File: config.mk
export PLATFORM = sky130hd
export DESIGN_NAME = divide_restoring
export DESIGN_NICKNAME = d
export VERILOG_FILES = /design/src/rtl/divide_restoring_pkg.sv /design/src/rtl/divide_restoring_step.sv /design/src/rtl/divide_restoring.sv
export SDC_FILE = /design/constraint.sdc
export NUM_CORES = 1
export LEC_CHECK = 0
export CAP_MARGIN = 20
export CORE_MARGIN = 3
export CORE_UTILIZATION = 56
export DETAILED_ROUTE_END_ITERATION = 8
export PLACE_DENSITY = 0.8
export RECOVER_POWER = 100
export SETUP_SLACK_MARGIN = 0.5
export SLEW_MARGIN = 20
export SYNTH_ARGS = -nofsm -noshare
export SYNTH_HDL_FRONTEND = slang
export SYNTH_SLANG_ARGS = --single-unit
File: constraint.sdc
create_clock -name clk -period 3 [get_ports clk]
set_input_delay 0.6 -clock clk [delete_from_list [all_inputs] [get_ports clk]]
set_output_delay 0.6 -clock clk [all_outputs]
set_load 0.02 [all_outputs]
File: src/rtl/divide_restoring_pkg.sv
// Shared constants for the restoring divider: FSM encodings and counter sizing.
package divide_restoring_pkg;

  localparam logic [1:0] S_IDLE = 2'd0;
  localparam logic [1:0] S_RUN  = 2'd1;
  localparam logic [1:0] S_DONE = 2'd2;

  // Counter must hold the value n_w itself, hence n_w+1.
  function automatic int cnt_width(input int n_w);
    return $clog2(n_w + 1);
  endfunction

endpackage

File: src/rtl/divide_restoring_step.sv
// One restoring-division iteration: trial subtract of the divisor from the shifted
// partial remainder, keeping the difference only when it does not go negative.
module div_step #(
  parameter int D_W = 4
) (
  input  logic [D_W+1:0] a_sh,
  input  logic [D_W-1:0] dr,
  output logic [D_W:0]   a_next,
  output logic           q_bit
);

  logic [D_W+1:0] w_t;

  assign w_t    = a_sh - {2'b00, dr};
  assign q_bit  = ~w_t[D_W+1];
  assign a_next = q_bit ? w_t[D_W:0] : a_sh[D_W:0];

endmodule

File: src/rtl/divide_restoring.sv
// Sequential unsigned restoring divider producing one quotient bit per clock;
// results are held on Q/R/dz while stop is high.
module divide_restoring
  import divide_restoring_pkg::*;
#(
  parameter int N_W = 8,
  parameter int D_W = 4
) (
  input  logic           clk,
  input  logic           rst,
  input  logic           start,
  input  logic [N_W-1:0] N,
  input  logic [D_W-1:0] D,
  output logic [N_W-1:0] Q,
  output logic [D_W-1:0] R,
  output logic           busy,
  output logic           stop,
  output logic           dz
);

  localparam int CNT_W = cnt_width(N_W);

  logic [1:0]       r_state;
  logic [D_W:0]     r_a;
  logic [N_W-1:0]   r_qr;
  logic [D_W-1:0]   r_dr;
  logic [CNT_W-1:0] r_count;
  logic [N_W-1:0]   r_q;
  logic [D_W-1:0]   r_r;
  logic             r_busy;
  logic             r_stop;
  logic             r_dz;

  logic [D_W+1:0]   w_a_sh;
  logic [D_W:0]     w_a_next;
  logic             w_q_bit;

  // Full {A,Qr} left shift keeps the bit leaving A, so the trial subtract sees it.
  assign w_a_sh = {r_a, r_qr[N_W-1]};

  div_step #(
    .D_W(D_W)
  ) u_step (
    .a_sh  (w_a_sh),
    .dr    (r_dr),
    .a_next(w_a_next),
    .q_bit (w_q_bit)
  );

  always_ff @(posedge clk) begin
    if (rst) begin
      r_state <= S_IDLE;
      r_a     <= '0;
      r_qr    <= '0;
      r_dr    <= '0;
      r_count <= '0;
      r_q     <= '0;
      r_r     <= '0;
      r_busy  <= 1'b0;
      r_stop  <= 1'b0;
      r_dz    <= 1'b0;
    end else begin
      case (r_state)
        S_IDLE, S_DONE: begin
          if (start) begin
            if (D != '0) begin
              r_a     <= '0;
              r_qr    <= N;
              r_dr    <= D;
              r_count <= CNT_W'(N_W);
              r_stop  <= 1'b0;
              r_dz    <= 1'b0;
              r_busy  <= 1'b1;
              r_state <= S_RUN;
            end else begin
              r_q     <= '1;
              r_r     <= '0;
              r_dz    <= 1'b1;
              r_stop  <= 1'b1;
              r_busy  <= 1'b0;
              r_state <= S_DONE;
            end
          end
        end
        S_RUN: begin
          r_a     <= w_a_next;
          r_qr    <= {r_qr[N_W-2:0], w_q_bit};
          r_count <= r_count - 1'b1;
          if (r_count == CNT_W'(1)) begin
            r_q     <= {r_qr[N_W-2:0], w_q_bit};
            r_r     <= w_a_next[D_W-1:0];
            r_stop  <= 1'b1;
            r_busy  <= 1'b0;
            r_state <= S_DONE;
          end
        end
        default: r_state <= S_IDLE;
      endcase
    end
  end

  assign Q    = r_q;
  assign R    = r_r;
  assign busy = r_busy;
  assign stop = r_stop;
  assign dz   = r_dz;

endmodule

==> out/qor.txt, run 1 <==
Diodes inserted: 0
layout cells sized above 1: 7.60%
FMAX: 438 MHz
post-route ant nets: 0
port bufs: 29
Synth async-reset ratio: 0%
synth cell count leaders: nor2_1 (44), dfxtp_1 (38), nand2_1 (32)
Avg WL per Cell: 13.3 um
initial antenna violation count: 0
CP required: 3260 ps
largest net degree at the start of global routing: 26
area of the multi-input gates: 957 sq um
Crit path largest cell delay: 550 ps
Top Ports: 30
min Tclk post-route: 2280 ps
Hold Path End: r_dr[2]$_SDFFE_PP0P_
#FFs+latches synth: 38
CTS Buffer Depth: 2
area grow syn2layout: 22.9%
type of origin of the critical path: input pin
die extent in y: 63.0 um
worst skew pair latency: 350 ps
Hold Crit Start: r_dr[2]$_SDFFE_PP0P_
Net Count, Synth: 243
synth top area cells: dfxtp_1 (42%), nor2_1 (9.1%), nand2_1 (6.6%)
Slew headroom: 41.6%
Routability Congestion: 0.893
CTS tree: done
Setup Buffers After CTS: 0
vias in the first global route: 1486
final WL: 3910 um
Crit. End Element: flip-flop
Hold Buf Count CTS: 0
setup TNS: 0 ps
Max rail drop VDD: 385 uV
Distinct cells, synth: 42
WHS Path Cells: 2
flop2flop setup slack: 910 ps
via total after detailed routing: 1624
Pwr per Cell Area: 566 mW/mm^2
Max Clock Skew: 15.1 ps
total chip power: 0.00126 W
register area: 761 sq um
DR DRC count: 0
CP arrival: 2550 ps
R2R Path Start: r_a[0]$_SDFFE_PP0P_
sequential fraction of the synthesis area: 41.9%
Hold Fails Final Rpt: 0
Reg clk slew, reported paths: 120 ps
Synthesis Warnings: 0
RSZ-0062 raised after global routing: no
GR Overflow Total: 0
post-CTS sizing: 0
CP max FO: 17
status: finished, final reports clean
Post-synth top flop: dfxtp_1
max-cap viol count: 0
CTS root buffer: clkbuf_4
Final period util: 76.1%
Clock H-tree levels: 2
Critical Path, Cell by Cell: dlygate4sd3_1 -> nor4_1 -> nand2_1 -> nand2_1 -> nor2_1 -> a211oi_1
Mapped Avg Cell Area: 8.22 sq um
die area: 0.00396 sq mm
Crit path top cell by count: nand2_1
top cell type by total area after synthesis: dfxtp_1
Post-synth EDFFs: 0
launch point of the worst path: D[0]
count leader, synth: nor2_1
Initial DRC Count: 94
Global Route Usage Sum: 21.1%
share of the synthesized area in the top cell type: 41.9%
Rows: 20
final hold slack: 460 ps
Slew @ Worst Pin: 876 ps
path depth of the worst reg2reg path: 6
CTS buffer count: 5
final setup vio count: 0
chip width: 63.0 um
Reg-to-Reg End: R[2]$_SDFFE_PP0P_
Setup CP Type: in -> reg
# fillers: 259
Initial Util: 59.0%
First-pass DRT Iterations: 6
mapped cell area: 0.00182 sq mm
HP Class: reg -> reg
hpwl dp: 2820 um
via/cell ratio: 5.52
clk sink count: 38
Static Leak: 0.875 nW
Final Max Slew Viols: 0
core area: 0.00308 sq mm
Syn Inst Count: 221
first-pass GRT wire length: 6710 um
CP max-delay cell: dlygate4sd3_1
Nets: 271
## final cells by class
type                            instances  share of cell area [%]
Multi-Input combinational cell        162                    42.9
Clock inverter                          3                    3.08
Tap cell                               44                    2.46
Inverter                                7                    1.18
Clock buffer                            5                    1.68
Timing Repair Buffer                   35                    14.7
Sequential cell                        38                    34.1
## worst max-delay path by stage
| stage | end | depth (start not counted) |
|---|---|---|
| finish | R[1]$_SDFFE_PP0P_ | 6 |
| global route | R[2]$_SDFFE_PP0P_ | 6 |
| CTS | R[2]$_SDFFE_PP0P_ | 7 |
| detailed placement | r_a[3]$_SDFFE_PP0P_ | 6 |
| global placement | r_qr[0]$_SDFFE_PP0P_ | 6 |
| floorplan | R[2]$_SDFFE_PP0P_ | 7 |
## layout by cell type, fill, tap and decap left out, types with 5 or more instances in the layout
cell	count
ha_1	6
inv_1	7
clkdlybuf4s50_1	12
clkbuf_4	5
nor2b_1	6
a311oi_1	7
nand2_1	33
nor3_1	11
dlygate4sd3_1	17
nand2b_1	5
nor2_1	44
a21oi_1	11
dfxtp_1	38
## sequential cells by signal, indices dropped and copies added (netlist names)
signal / flops
r_qr: 8
r_dr: 4
stop: 1
R: 4
r_state: 2
dz: 1
r_a: 5
r_count: 4
busy: 1
Q: 8
## through the flow
stage	std cells	util [%]	worst slack (ps)	instance area (sq um)
2_1_floorplan	221	-	1050	1820
3_3_place_gp	286	69.4	659	2140
6_report	294	72.6	718	2230
4_1_cts	294	72.9	886	2240
3_5_place_dp	286	69.4	624	2140
5_1_grt	294	72.6	474	2230
## power by group
part	switching, W	total (W)	internal [W]
sequential	0.0000294	0.000571	0.000541
clock	0.000177	0.000438	0.000261
combinational	0.000139	0.000256	0.000116
total	0.000346	0.00126	0.000918
## per-layer routing
layer	part of all wire (%)	GRT usage [%]	vias to the layer above
met4	1.3	6.61	0
met5	0	0	-
met1	45	28.0	736
li1	-	-	819
met3	6.2	4.50	6
met2	47	34.0	63
## worst max-delay path: cells and delay by family
kind / cells / cell delay, ps
AO/OA/AOI/OAI: 1 / 210
AND/OR/NAND/NOR: 4 / 1170
buffers and inverters: 1 / 550
## cells by family (layout without fill, tap and decap cells)
kind of cell,Yosys count,count (layout),synth area share (%)
mux,3,3,2.00
fa+ha+maj,7,7,5.23
xor+xnor,3,3,1.45
flops,38,38,41.9
buf+inv,21,50,5.30
simple gates,109,109,27.3
compound gates,40,40,16.9
No activity file was read; power rests on OpenSTA's default activity.
==> run 2, diff against run 1 <==
CORE_UTILIZATION = 52   (was 56)
PLACE_DENSITY = 0.75   (was 0.8)
clock period = 2.35 ns   (was 3 ns; I/O delays follow)
==> out/qor.txt, run 2 (same netlist as run 1, synthesis figures left out) <==
status: finished, final reports clean
vias in the first global route: 1660 (+12%)
Reg-to-Reg End: R[2]$_SDFFE_PP0P_
die area: 0.00424 sq mm (+6.9%)
worst skew pair latency: 340 ps (about the same)
path depth of the worst reg2reg path: 7 (+1)
setup TNS: 0 ps (unchanged)
RSZ-0062 raised after global routing: yes
Reg clk slew, reported paths: 100 ps (-20 ps)
uppermost layer routed: met4
final WL: 4400 um (+13%)
core area: 0.00320 sq mm (+4.1%)
via total after detailed routing: 1651 (+1.7%)
GR Overflow Total: 0 (unchanged)
CP max FO: 6 (-11)
die extent in y: 65.1 um (+3.4%)
hpwl dp: 2990 um (+6.0%)
type of origin of the critical path: input pin
Hold Buf Count CTS: 0 (unchanged)
final hold slack: 461 ps (+0.884 ps)
fin cells: 300 (+2.0%)
first-pass GRT wire length: 7490 um (+12%)
Global Route Usage Sum: 22.6% (+1.5 points)
largest net degree at the start of global routing: 42 (+62%)
via/cell ratio: 5.50 (-0.37%)
placed insts: 288 (+0.70%)
met2 wire len: 2190 um (+18%)
Final period util: 85.3%
Diodes inserted: 0 (unchanged)
layout cells sized above 1: 16.4% (+8.8 points)
HP Class: reg -> reg
Routability Congestion: 0.833 (-6.7%)
DR DRC count: 0 (unchanged)
WHS Path Cells: 2 (unchanged)
First-pass DRT Iterations: 4 (-2)
FMAX: 499 MHz
Pwr per Cell Area: 673 mW/mm^2 (+19%)
Slew headroom: 39.5% (-2.1 points)
min Tclk post-route: 2000 ps
initial antenna violation count: 0 (unchanged)
Setup CP Type: in -> reg
Hold Fails Final Rpt: 0 (unchanged)
CTS Buffer Depth: 2 (unchanged)
Max rail drop VDD: 740 uV (+92%)
Nets: 278 (+2.6%)
Clock H-tree levels: 2 (unchanged)
Avg WL per Cell: 14.7 um (+10%)
port bufs: 29 (unchanged)
Hold Crit Start: dz$_SDFFE_PP0P_
CTS buffer count: 5 (unchanged)
CP arrival: 2240 ps (-310 ps)
CTS root buffer: clkbuf_4
CTS tree: done
Initial Util: 56.7% (-2.3 points)
Rows: 20 (unchanged)
max-cap viol count: 0 (unchanged)
Slew @ Worst Pin: 907 ps (+31.1 ps)
wl on met1: 2000 um (+13%)
flop2flop setup slack: 390 ps (-520 ps)
R2R Path Start: r_dr[1]$_SDFFE_PP0P_
Max Clock Skew: 13.9 ps (-1.21 ps)
chip width: 65.1 um (+3.4%)
Crit. End Element: flip-flop
most common cell after layout, fill and taps aside: nor2_1
Static Leak: 0.899 nW (+2.8%)
DR WL met3: 168 um (-31%)
most frequent cells in the layout: nor2_1 (44), dfxtp_1 (36), nand2_1 (32)
post-route ant nets: 0 (unchanged)
clk sink count: 38 (unchanged)
area grow syn2layout: 30.1%
Top Ports: 30 (unchanged)
CP required: 2590 ps (-670 ps)
final setup vio count: 0 (unchanged)
Hold Path End: dz$_SDFFE_PP0P_
Initial DRC Count: 91 (-3.2%)
Final Max Slew Viols: 0 (unchanged)
==> run 2: cell count changes in the layout (fill, tap and decap cells not counted), sizes merged <==
| cell | before | now |
|---|---|---|
| clkbuf | 7 | 13 |
| clkinv | 1 | 0 |
| buf | 4 | 10 |
| dlygate4sd3 | 17 | 12 |
| clkdlybuf4s50 | 12 | 13 |
| bufinv | 2 | 1 |
==> run 2: repair_timing <==
item,4_1_cts,5_1_grt
endpoints found under the setup margin,9,26
cloned,0,0
setup buffers,4,1
resized for setup,8,14
endpoints found under the hold margin,0,0
pin swaps,4,5
==> run 2: how the worst max path moves through the flow <==
stage	start	depth (start not counted)	to	slack (ps)
6_report	D[0]	7	r_count[3]$_SDFFE_PP0P_	350
5_1_grt	D[0]	7	r_count[3]$_SDFFE_PP0P_	270
4_1_cts	r_dr[1]$_SDFFE_PP0P_	7	R[2]$_SDFFE_PP0P_	430
3_5_place_dp	D[0]	6	R[2]$_SDFFE_PP0P_	130
3_3_place_gp	D[0]	6	R[1]$_SDFFE_PP0P_	210
2_1_floorplan	r_a[0]$_SDFFE_PP0P_	6	R[1]$_SDFFE_PP0P_	510
==> run 2: cell type report <==
| type | instances | area (sq um) |
|---|---|---|
| Clock buffer | 6 | 51.3 |
| Clock inverter | 1 | 30.0 |
| Fill cell | 264 | 840 |
| Inverter | 7 | 26.3 |
| Multi-Input combinational cell | 162 | 1070 |
| Sequential cell | 38 | 766 |
| Tap cell | 44 | 55.1 |
| Timing Repair Buffer | 42 | 368 |
==> run 2: critical path, stage by stage <==
cell           delay [ps]
dlygate4sd3_1         560
nor4_1                420
nor2_1                120
nor2_1                110
clkbuf_1              300
nor2_1                 90
o21a_1                170
==> run 2: metal layers <==
layer  vias to the layer above  track usage [%]
met3                         5             4.79
met2                        33             39.0
li1                        828                -
met1                       785             27.9
met4                         0             7.51
met5                         -                0
==> run 2: where the power goes <==
group | internal [W] | switching [W]
sequential | 0.000691 | 0.0000384
clock | 0.000248 | 0.000209
combinational | 0.000196 | 0.000208
==> run 2: stage by stage <==
stage | util, % | area (sq um) | total power, W | setup WS (ps)
final | 73.8 | 2360 | 0.00159 | 345
after global routing | 73.8 | 2360 | 0.00168 | 268
after CTS | 73.9 | 2370 | 0.00159 | 426
after detailed placement | 68.9 | 2210 | 0.00110 | 132
after global placement | 68.9 | 2210 | 0.00109 | 214
after floorplan | - | 1860 | 0.000992 | 511
==> run 3, diff against run 2 <==
RECOVER_POWER = 50   (was 100)
==> out/qor.txt, run 3 (same netlist as run 1, synthesis figures left out) <==
status: finished, final reports clean
hpwl dp: 2990 um (unchanged)
Rows: 20 (unchanged)
Pwr per Cell Area: 675 mW/mm^2 (+0.37%)
setup TNS: 0 ps (unchanged)
Max rail drop VDD: 741 uV (+0.13%)
core area: 0.00320 sq mm (unchanged)
post-route ant nets: 0 (unchanged)
Global Route Usage Sum: 22.6% (unchanged)
CTS root buffer: clkbuf_4
path depth of the worst reg2reg path: 7 (unchanged)
most frequent cells in the layout: nor2_1 (44), dfxtp_1 (35), nand2_1 (32)
area of the multi-input gates: 0.00107 sq mm (+0.47%)
CP required: 2600 ps (about the same)
RSZ-0062 raised after global routing: yes
CTS tree: done
max-cap viol count: 0 (unchanged)
register area: 767 sq um (+0.16%)
Static Leak: 0.865 nW (-3.8%)
clk sink count: 38 (unchanged)
Initial DRC Count: 119 (+31%)
final setup vio count: 0 (unchanged)
CP max FO: 6 (unchanged)
largest net degree at the start of global routing: 42 (unchanged)
flop2flop setup slack: 450 ps (+60 ps)
layout cells sized above 1: 17.2% (+0.78 points)
Initial Util: 56.7% (unchanged)
min Tclk post-route: 1980 ps (-24.0 ps)
most common cell after layout, fill and taps aside: nor2_1
Clock H-tree levels: 2 (unchanged)
Final period util: 84.3% (-1.0 points)
area grow syn2layout: 30.4%
chip width: 65.1 um (unchanged)
Diodes inserted: 0 (unchanged)
via/cell ratio: 5.54 (+0.61%)
Setup CP Type: in -> reg
CP arrival: 2230 ps (about the same)
Final Max Slew Viols: 0 (unchanged)
HP Class: reg -> reg
CTS Buffer Depth: 2 (unchanged)
die extent in y: 65.1 um (unchanged)
Top Ports: 30 (unchanged)
Crit. End Element: flip-flop
CTS buffer count: 5 (unchanged)
type of origin of the critical path: input pin
DR DRC count: 0 (unchanged)
WHS Path Cells: 2 (unchanged)
via total after detailed routing: 1661 (+0.61%)
Nets: 278 (unchanged)
Hold Buf Count CTS: 0 (unchanged)
Max Clock Skew: 11.7 ps (-2.17 ps)
First-pass DRT Iterations: 4 (unchanged)
# fillers: 263 (-0.38%)
worst skew pair latency: 350 ps (about the same)
Routability Congestion: 0.833 (unchanged)
Hold Fails Final Rpt: 0 (unchanged)
die area: 0.00424 sq mm (unchanged)
Avg WL per Cell: 14.8 um (+0.75%)
final WL: 4440 um (+0.75%)
dpl cell area: 0.00221 sq mm (unchanged)
Slew headroom: 39.8% (+0.23 points)
FMAX: 505 MHz (+1.2%)
Reg clk slew, reported paths: 100 ps (about the same)
initial antenna violation count: 0 (unchanged)
first-pass GRT wire length: 7490 um (unchanged)
GR Overflow Total: 0 (unchanged)
port bufs: 29 (unchanged)
vias in the first global route: 1660 (unchanged)
Slew @ Worst Pin: 904 ps (-3.50 ps)
design area: 0.00237 sq mm (+0.26%)
## run 3: path summary, 6_finish.rpt
kind	from	end
worst max-delay path	D[0]	r_count[3]$_SDFFE_PP0P_
worst min-delay path	dz$_SDFFE_PP0P_	dz$_SDFFE_PP0P_
worst max register to register	r_dr[1]$_SDFFE_PP0P_	R[2]$_SDFFE_PP0P_
worst min register to register	dz$_SDFFE_PP0P_	dz$_SDFFE_PP0P_
## run 3: critical path, stage by stage
cell and delay [ps]:
dlygate4sd3_1 560, nor4_1 420, nor2_1 120, nor2_1 110, clkbuf_1 290, nor2_1 90
o21a_1 170
## run 3: timing repair
item | CTS | global route
endpoints found under the setup margin | 9 | 26
hold endpoints to repair | 0 | 0
resized for setup | 8 | 14
pin swaps | 4 | 5
setup buffers | 4 | 1
## run 3: layout make-up
cell class	count	area share [%]
multi-input combinational	162	45.2
sequential	38	32.4
inverter	7	1.11
clock buffer	6	2.16
timing repair buffer	42	15.5
clock inverter	1	1.27
tap	44	2.32
## run 3: routing by layer
metal  GRT usage (%)  part of all wire (%)  wire [um]
met5               0                     0          0
met4            7.51                   1.3         59
met3            4.79                   4.0        177
met2            39.0                    49       2180
met1            27.9                    45       2020
## run 3: stage by stage
| step | worst slack [ps] | hold WS (ps) | total power [W] | utilization (%) | std cells |
|---|---|---|---|---|---|
| floorplan | 511 | 436 | 0.000992 | - | 221 |
| global placement | 214 | 449 | 0.00109 | 68.9 | 288 |
| detailed placement | 132 | 451 | 0.00110 | 68.9 | 288 |
| CTS | 426 | 467 | 0.00159 | 73.9 | 299 |
| global route | 268 | 481 | 0.00169 | 74.0 | 300 |
| finish | 369 | 465 | 0.00160 | 74.0 | 300 |
## run 3: power breakdown
part | internal [W] | switching [W] | leakage (nW)
sequential | 0.000691 | 0.0000392 | 0.312
clock | 0.000248 | 0.000214 | 0.0443
combinational | 0.000199 | 0.000209 | 0.508
==> variant, RTL diff (settings of run 2) <==
`N_W`: 8 -> 12.
--- a/src/rtl/divide_restoring.sv
+++ b/src/rtl/divide_restoring.sv
@@ -4,5 +4,5 @@
   import divide_restoring_pkg::*;
 #(
-  parameter int N_W = 8,
+  parameter int N_W = 12,
   parameter int D_W = 4
 ) (
Ports: changed (resized N and Q); port bits go from 30 to 38. The function was not compared with the original's and may differ.
==> variant against run 2 <==
Sequential cell count increased by 8; critical path depth stayed put; routed wire length grew 15%; combinational power rose by 16%; total power rose by 23%; worst setup slack worse by 0.061 ns; design area grew 18%; register-to-register slack worse by 0.11 ns; maximum frequency fell by 2.9%; core utilization rose by 0.51 points; synthesized area up 14%; hold slack got worse by 0.0084 ns; count of clock-buffer cells in the layout decreased by 1.
==> variant: results (changes against run 2) <==
- Switching share of total power: 29.1% (+0.46 points)
- Crit. Startpoint: r_dr[2]$_SDFFE_PP0P_
- Setup slack, reg-to-reg: 0.28 ns (-0.11 ns)
- Post-Place Cell Area: 2510 um^2 (+14%)
- Synth top cells by count: dfxtp_1 (46), nand2_1 (42), nor2_1 (42)
- Vias per inst: 5.68 (+3.2%)
- Asr flop ratio synth: 0% (unchanged)
- Initial DRT Pass Iterations: 4 (unchanged)
- Cell variety after synth: 43 (+2.4%)
- Antenna diodes: 0 (unchanged)
- Syn_area_per_cell: 8.38 um^2 (+1.9%)
- Synth top area cells: dfxtp_1 (44%), nand2_1 (7.6%), nor2_1 (7.6%)
- Layout cells sized above 1: 16.9% (+0.49 points)
- Status: finished clean
- Yosys top cell area share: 44.3% (+2.4 points)
- Vias in the first global route: 1,807 (+8.9%)
- Detailed Place HPWL: 3290 um (+9.9%)
- Final Non-Filler Cells: 344 (+15%)
- Placed cells: 327 (+14%)
- Final-stage net count: 321 (+15%)
- DP Worst Slack: 0.0605 ns (-0.0712 ns)
- Gr usage total: 21.4% (-1.2 points)
- Final Cycle Share: 87.9% (+2.6 points)
- Crit path max fanout: 5 (-1)
- Mapped Nets: 274 (+13%)
- Number of fill cells in the layout: 297 (+13%)
- Largest net degree at the start of global routing: 25 (-40%)
- Peak VDD IR: 0.000439 V (-41%)
- Placer Congestion: 0.827 (-0.74%)
- Global-route wire length before repair: 8470 um (+13%)
- Largest stage delay, worst path: 0.38 ns (-0.18 ns)
- Slew HR: 51.7% (+12 points)
- Crit path max-delay cell type: a211o_1
- Worst-Skew Late Latency: 0.30 ns (-0.04 ns)
- CTS root buffer: clkbuf_8
- CP endpoint: R[0]$_SDFFE_PP0P_
- Setup Skew: 0.00932 ns (-0.00458 ns)
- Pleak: 0.00113 uW (+26%)
- Avg WL per Cell: 14.8 um (+0.60%)
- Cell family with most CP delay: compound AO/OA/AOI/OAI gates
variant: cell types whose count changed after synthesis, moves of 3 or more:
| cell | before | now |
|---|---|---|
| a311oi_1 | 7 | 13 |
| dfxtp_1 | 38 | 46 |
| nand2_1 | 32 | 42 |
| nand3_1 | 1 | 5 |
| nand4b_1 | 3 | 0 |
| nor2b_1 | 6 | 3 |
| nor3_1 | 11 | 3 |
| o21ai_1 | 0 | 4 |
| o22ai_1 | 0 | 12 |
variant: power by group through the flow:
stage,registers (uW),logic (uW),clock network (uW)
after floorplan,901,261,0
after global placement,900,381,0
after detailed placement,899,388,0
after CTS,885,460,602
after global routing,896,512,639
final,887,468,595
variant: how the worst min path moves through the flow:
stage | startpoint | endpoint | slack (ns) | depth (start not counted)
2_1_floorplan | r_dr[3]$_SDFFE_PP0P_ | r_dr[3]$_SDFFE_PP0P_ | 0.44 | 2
3_3_place_gp | R[1]$_SDFFE_PP0P_ | R[1]$_SDFFE_PP0P_ | 0.43 | 2
3_5_place_dp | R[1]$_SDFFE_PP0P_ | R[1]$_SDFFE_PP0P_ | 0.44 | 2
4_1_cts | R[1]$_SDFFE_PP0P_ | R[1]$_SDFFE_PP0P_ | 0.46 | 2
5_1_grt | r_dr[3]$_SDFFE_PP0P_ | r_dr[3]$_SDFFE_PP0P_ | 0.48 | 2
6_report | R[2]$_SDFFE_PP0P_ | R[2]$_SDFFE_PP0P_ | 0.45 | 2
variant: worst min-delay path: cells and delay by family, from the launching register on:
kind | cells | cell delay [ns]
compound gates | 1 | 0.05
flops | 1 | 0.32
simple gates | 1 | 0.05
variant: cell families (layout without fill, tap and decap cells):
group           count (synthesis)  count (layout)  synth area share [%]
compound gates                 57              57                  20.5
flops                          46              46                  44.3
mux                             3               3                  1.44
simple gates                  109             109                  23.0
fa+ha+maj                       7               7                  4.58
buf+inv                        24              72                  5.36
xor+xnor                        2               2                 0.843
variant: final cells by class:
type                       count  area (um^2)  area share, %
sequential                    46          926           33.3
timing repair buffer          56          532           19.1
clock buffer                   5         68.8           2.47
clock inverter                 3         43.8           1.57
multi-input combinational    178         1120           40.1
tap                           48         60.1           2.16
inverter                       8         35.0           1.26
variant: layer usage:
metal	up-vias	GRT usage, %	routed length [um]
li1	966	-	-
met3	7	5.65	256
met2	59	33.8	2380
met1	921	28.7	2380
met5	-	0	0
met4	0	6.07	64
variant: repair_timing:
| action | CTS | global route |
|---|---|---|
| hold endpoints to repair | 0 | 0 |
| hold buffers | 0 | 0 |
| endpoints found under the setup margin | 27 | 32 |
| setup buffers | 6 | 3 |
| gates resized for setup | 27 | 15 |
| pin swaps | 8 | 8 |
